`config.mk`:
```
export PLATFORM = sky130hd
export DESIGN_NAME = cmd_frame_packer
export DESIGN_NICKNAME = d
export VERILOG_FILES = /design/src/rtl/cmd_frame_packer.sv
export SDC_FILE = /design/constraint.sdc
export NUM_CORES = 1
export LEC_CHECK = 0
export ABC_AREA = 0
export CAP_MARGIN = 20
export CORE_MARGIN = 2
export CORE_UTILIZATION = 50
export DETAILED_ROUTE_END_ITERATION = 10
export GPL_ROUTABILITY_DRIVEN = 0
export GPL_TIMING_DRIVEN = 0
export PLACE_DENSITY = 0.81
export SYNTH_ARGS = -nofsm -noshare
export SYNTH_HDL_FRONTEND = slang
export SYNTH_SLANG_ARGS = --single-unit
```
`constraint.sdc`:
```
create_clock -name i_clk -period 2.85 [get_ports i_clk]
set_input_delay 0.4275 -clock i_clk [delete_from_list [all_inputs] [get_ports i_clk]]
set_output_delay 0.4275 -clock i_clk [all_outputs]
set_load 0.01 [all_outputs]
```
`src/rtl/cmd_frame_packer.sv`:
```
// Packs host byte frames (header 8'b101000tt + 4 payload bytes, MSB first) into 34-bit
// command words queued in a first-word-fall-through FIFO. Define CMD_FRAME_CHECKSUM_EN to require a 6th XOR byte.
module cmd_frame_packer #(
  parameter int FIFO_LGDEPTH   = 2,
  parameter int TIMEOUT_CYCLES = 1000
) (
  input  logic        i_clk,
  input  logic        i_reset_n,
  input  logic        i_rx_stb,
  input  logic [7:0]  i_rx_byte,
  output logic        o_cmd_stb,
  output logic [33:0] o_cmd_word,
  input  logic        i_cmd_busy,
  output logic        o_sync_err,
  output logic        o_ovfl,
  output logic        o_chk_err,
  output logic [7:0]  o_drop_cnt
);

  localparam int Depth = 1 << FIFO_LGDEPTH;
  localparam int PtrW  = FIFO_LGDEPTH + 1;
  localparam int TmoW  = $clog2(TIMEOUT_CYCLES + 1);
  localparam logic [PtrW-1:0] PtrOne  = PtrW'(1);
  localparam logic [TmoW-1:0] TmoOne  = TmoW'(1);
  localparam logic [TmoW-1:0] TmoLast = TmoW'(TIMEOUT_CYCLES - 1);

  // Without a checksum the last payload byte goes straight from the bus into the word,
  // so only the first three payload bytes need storage.
`ifdef CMD_FRAME_CHECKSUM_EN
  localparam int PayW = 32;
  typedef enum logic [1:0] {IDLE, DATA, CHK} state_e;
`else
  localparam int PayW = 24;
  typedef enum logic [1:0] {IDLE, DATA} state_e;
`endif

  state_e            state_q;
  logic [1:0]        byteIdx_q;
  logic [1:0]        type_q;
  logic [PayW-1:0]   payload_q;
  logic [TmoW-1:0]   tmoCnt_q;
  logic              syncErr_q;
  logic              ovfl_q;
  logic [7:0]        dropCnt_q;
`ifdef CMD_FRAME_CHECKSUM_EN
  logic [7:0]        csum_q;
  logic              chkErr_q;
`endif

  logic [33:0]       mem_q [Depth];
  logic [PtrW-1:0]   wrPtr_q, wrPtr_d;
  logic [PtrW-1:0]   rdPtr_q, rdPtr_d;

  logic              hdrByte;
  logic              tmoHit;
  logic              frameDone;
  logic              chkBad;
  logic              fifoEmpty;
  logic              fifoFull;
  logic              pop;
  logic              push;
  logic              overflow;
  logic              dropEvt;
  logic [33:0]       pushWord;

  assign hdrByte = (i_rx_byte[7:2] == 6'b101000);
  assign tmoHit  = (state_q != IDLE) && !i_rx_stb && (tmoCnt_q == TmoLast);

`ifdef CMD_FRAME_CHECKSUM_EN
  assign frameDone = (state_q == CHK) && i_rx_stb && (i_rx_byte == csum_q);
  assign chkBad    = (state_q == CHK) && i_rx_stb && (i_rx_byte != csum_q);
  assign pushWord  = {type_q, payload_q};
`else
  assign frameDone = (state_q == DATA) && i_rx_stb && (byteIdx_q == 2'd3);
  assign chkBad    = 1'b0;
  assign pushWord  = {type_q, payload_q, i_rx_byte};
`endif

  // Pointers carry one extra wrap bit so full and empty differ only in the MSB.
  assign fifoEmpty = (wrPtr_q == rdPtr_q);
  assign fifoFull  = (wrPtr_q[FIFO_LGDEPTH] != rdPtr_q[FIFO_LGDEPTH]) &&
                     (wrPtr_q[FIFO_LGDEPTH-1:0] == rdPtr_q[FIFO_LGDEPTH-1:0]);
  assign pop       = !fifoEmpty && !i_cmd_busy;
  assign push      = frameDone && (!fifoFull || pop);
  assign overflow  = frameDone && fifoFull && !pop;
  assign dropEvt   = tmoHit || overflow || chkBad;

  always_comb begin
    wrPtr_d = wrPtr_q;
    rdPtr_d = rdPtr_q;
    if (push) wrPtr_d = wrPtr_q + PtrOne;
    if (pop)  rdPtr_d = rdPtr_q + PtrOne;
  end

  always_ff @(posedge i_clk or negedge i_reset_n) begin
    if (!i_reset_n) begin
      wrPtr_q <= '0;
      rdPtr_q <= '0;
      for (int i = 0; i < Depth; i++) mem_q[i] <= '0;
    end else begin
      wrPtr_q <= wrPtr_d;
      rdPtr_q <= rdPtr_d;
      if (push) mem_q[wrPtr_q[FIFO_LGDEPTH-1:0]] <= pushWord;
    end
  end

  assign o_cmd_stb  = !fifoEmpty;
  assign o_cmd_word = fifoEmpty ? 34'h0 : mem_q[rdPtr_q[FIFO_LGDEPTH-1:0]];

  // A header byte seen mid-frame is plain payload; resync happens only through the timeout.
  always_ff @(posedge i_clk or negedge i_reset_n) begin
    if (!i_reset_n) begin
      state_q   <= IDLE;
      byteIdx_q <= 2'd0;
      type_q    <= 2'd0;
      payload_q <= '0;
      tmoCnt_q  <= '0;
      syncErr_q <= 1'b0;
      ovfl_q    <= 1'b0;
      dropCnt_q <= 8'h00;
`ifdef CMD_FRAME_CHECKSUM_EN
      csum_q    <= 8'h00;
      chkErr_q  <= 1'b0;
`endif
    end else begin
      syncErr_q <= 1'b0;
      ovfl_q    <= overflow;
`ifdef CMD_FRAME_CHECKSUM_EN
      chkErr_q  <= chkBad;
`endif
      if (dropEvt && (dropCnt_q != 8'hFF)) dropCnt_q <= dropCnt_q + 8'd1;

      case (state_q)
        IDLE: begin
          tmoCnt_q <= '0;
          if (i_rx_stb) begin
            if (hdrByte) begin
              state_q   <= DATA;
              byteIdx_q <= 2'd0;
              type_q    <= i_rx_byte[1:0];
`ifdef CMD_FRAME_CHECKSUM_EN
              csum_q    <= i_rx_byte;
`endif
            end else begin
              syncErr_q <= 1'b1;
            end
          end
        end

        DATA: begin
          if (i_rx_stb) begin
            tmoCnt_q  <= '0;
            payload_q <= {payload_q[PayW-9:0], i_rx_byte};
            byteIdx_q <= byteIdx_q + 2'd1;
`ifdef CMD_FRAME_CHECKSUM_EN
            csum_q    <= csum_q ^ i_rx_byte;
            if (byteIdx_q == 2'd3) state_q <= CHK;
`else
            if (byteIdx_q == 2'd3) state_q <= IDLE;
`endif
          end else if (tmoHit) begin
            state_q   <= IDLE;
            syncErr_q <= 1'b1;
          end else begin
            tmoCnt_q  <= tmoCnt_q + TmoOne;
          end
        end

`ifdef CMD_FRAME_CHECKSUM_EN
        CHK: begin
          if (i_rx_stb) begin
            tmoCnt_q <= '0;
            state_q  <= IDLE;
          end else if (tmoHit) begin
            state_q   <= IDLE;
            syncErr_q <= 1'b1;
          end else begin
            tmoCnt_q  <= tmoCnt_q + TmoOne;
          end
        end
`endif

        default: state_q <= IDLE;
      endcase
    end
  end

  assign o_sync_err = syncErr_q;
  assign o_ovfl     = ovfl_q;
  assign o_drop_cnt = dropCnt_q;
`ifdef CMD_FRAME_CHECKSUM_EN
  assign o_chk_err  = chkErr_q;
`else
  assign o_chk_err  = 1'b0;
`endif

endmodule

```
==> impl_results.md <==
- I/O pin count: 58
- Final Cycle Share: 95.7%
- Fin. max-slew vios: 0
- Synth warn: 0
- Post-route ant nets: 0
- Total GRT Usage: 21.0%
- Syn avg cell area: 15.1 um2
- Worst setup SP type: flip-flop
- Core outline area: 16700 um2
- Worst-case clock skew: 4.74 ps
- Clock transition at the registers of the reported paths: 60 ps
- Max-cap violations: 0
- Dominant synthesized flop cell: dfrtp_1
- Antenna violations before repair: 0
- First-pass GRT wire length: 29200 um
- Share of layout cells above drive strength 1: 40.7%
- CTS max path bufs: 2
- HPWL after DPL: 11700 um
- Setup crit end kind: primary output
- Clock H-tree levels: 4
- Critical path class: reg -> out
- Antenna Cells: 0
- Nets: 663
- Yosys top cell area share: 55.7%
- CTS sink cnt: 191
- P_leak: 5.12 nW
- DRT iter0 DRCs: 280
- Ys async rst share: 100%
- Num CTS Buffers: 17
- Min Clock Period, post-route: 2730 ps
- Peak VDD IR: 539 uV
- Final Setup Violations: 0
- Largest net degree at the start of global routing: 132
- Slew @ Worst Pin: 678 ps
- Synthesized instance count: 567
- Die span in y: 135 um
- Number of port buffers: 55
- Worst skew pair latency: 420 ps
- Final wirelength: 17800 um
- Worst EP arrival: 2300 ps
- Fillers: 1233
- Area delta synth->final: 18.1%
- Final hold vios: 0
- Top cells by area, synth: dfrtp_1, mux2_2, mux4_2
- Design Area, Final: 10100 um2
- Distinct cells, synth: 43
- F_max: 367 MHz
- Placed instance area: 9450 um2
- Root buf cell: clkbuf_16
- Total power: 7.47 mW
- Chip Width: 135 um
- Status: complete, no violations
- Pwr/cell area: 737 nW/um2
- Net count after synthesis: 587
- Drt drc: 0
- Via count: 4990
- Cell taking the most area after synthesis: dfrtp_1
- WP data required: 2420 ps
- Critical Path Fanout Max: 10
- Mapped Area: 8590 um2
- EDFF count, synth: 0
- Drt pass-1 iters: 4
- Initial Util: 51.4%
- Congestion Overflow GR: 0
- Wire per inst: 20.3 um
- Seq/Total Area, Yosys: 55.7%
- Number of synthesized register bits: 191
- Row cnt: 47
- Via/cell ratio: 5.70
- Vias in the first global route: 5479
- Worst slew margin: 54.8%
- HP Class: in -> reg
- Die area: 18200 um2
- Unrepaired setup endpoints after global routing: no
- CTS tree: done
area by class of cell:
class                   instances  area (um2)  share of cell area (%)
flip-flops and latches        191        4780                    47.1
multi-input cells             340        3640                    35.9
repair buffers                 57         587                    5.79
clock buffers                  24         482                    4.75
well taps                     220         275                    2.71
plain buffers                  30         245                    2.42
clock inverters                 8         106                    1.05
inverters                       6        22.5                   0.222
cells in the final DEF, fill, tap and decap left out, drive strengths merged, types with 2 or more instances in the layout:
| cell type | n |
|---|---|
| nor3 | 4 |
| clkinvlp | 2 |
| xnor2 | 9 |
| mux2 | 167 |
| mux2i | 2 |
| dfrtp | 191 |
| nor2b | 36 |
| dlymetal6s2s | 8 |
| mux4 | 34 |
| nand3 | 6 |
| nand4 | 4 |
| clkinv | 4 |
| clkdlybuf4s50 | 25 |
| a211oi | 4 |
| nor2 | 8 |
| clkbuf | 34 |
| buf | 22 |
| o21ai | 5 |
| a21oi | 4 |
| inv | 6 |
| bufinv | 2 |
| nand2 | 17 |
| xor2 | 8 |
| ha | 8 |
| dlygate4sd2 | 21 |
| and2 | 4 |
synthesized netlist by cell type (2+ instances only):
| library cell | number |
|---|---|
| dfrtp_1 | 191 |
| mux2_2 | 167 |
| nor2b_1 | 36 |
| mux4_2 | 34 |
| nand2_1 | 13 |
| buf_4 | 10 |
| clkbuf_1 | 10 |
| xnor2_1 | 9 |
| ha_1 | 8 |
| nor2_1 | 8 |
| xor2_1 | 8 |
| buf_2 | 6 |
| inv_1 | 6 |
| nand3_1 | 6 |
| o21ai_0 | 5 |
| a211oi_1 | 4 |
| a21oi_1 | 4 |
| and2_1 | 4 |
| buf_6 | 4 |
| nand2_2 | 4 |
| nand4_1 | 4 |
| nor3_1 | 4 |
| mux2i_1 | 2 |
per-stage QoR:
stage	setup WS (ps)	instances	utilization, %	hold WS, ps	setup TNS, ps
after detailed placement	-82.0	843	56.6	391	-543
final	123	876	60.7	433	0
after floorplan	866	567	-	132	0
after CTS	17.0	876	60.5	414	0
after global placement	-5790	842	56.4	480	-1103160
after global routing	58.0	876	60.7	456	0
final timing paths:
kind,startpoint,to,slack [ps],cells past startpoint
max,rdPtr_q[1],o_cmd_word[0],120,6
min,i_rx_stb,state_q[0],430,3
max reg2reg,tmoCnt_q[0],o_drop_cnt[1],620,6
min reg2reg,mem_q[39],mem_q[39],500,1
max in group asynchronous,i_reset_n,rdPtr_q[2],1310,3
min in group asynchronous,i_reset_n,mem_q[39],500,2
per-layer routing:
layer / share of wire (%) / vias to the layer above / global-route usage [%]
met1: 42 / 2668 / 27.3
met5: 0 / - / 0
met4: 0.84 / 0 / 6.31
met2: 54 / 100 / 36.5
li1: - / 2209 / -
met3: 3.2 / 13 / 3.49
power by group:
group,switching [mW],internal (mW)
Clock,0.973,1.37
Combinational,0.820,0.861
Sequential,0.396,3.06
sequential cells by signal, indices dropped and copies added, names as in the netlist:
register and count:
byteIdx_q 2, mem_q 136, o_drop_cnt 8, o_ovfl 1, o_sync_err 1, payload_q 24, rdPtr_q 3, state_q 1
tmoCnt_q 10, type_q 2, wrPtr_q 3
critical path, cell delays in order (launching register included):
cell and delay (ps):
dfrtp_1 390, buf_4 200, xnor2_4 150, and3b_1 190, buf_4 180, nor2b_1 190
clkdlybuf4s50_1 570
what timing repair did:
action | 4_1_cts | 5_1_grt
resized for setup | 44 | 10
buffers inserted | 0 | 0
hold buffers | 1 | 0
hold endpoints to repair | 60 | 0
setup endpoints to repair | 30 | 9
kinds of logic after synthesis:
kind of cell	synth area share (%)
AOI/OAI and AO/OA	1.95
xor gates and xnor gates	1.73
adders and majority gates	1.17
buffers and inverters	2.45
DFF	55.7
muxes	31.0
other	0.0437
and+or+nand+nor	5.96
Note: power is estimated with default switching activity, not from simulation.
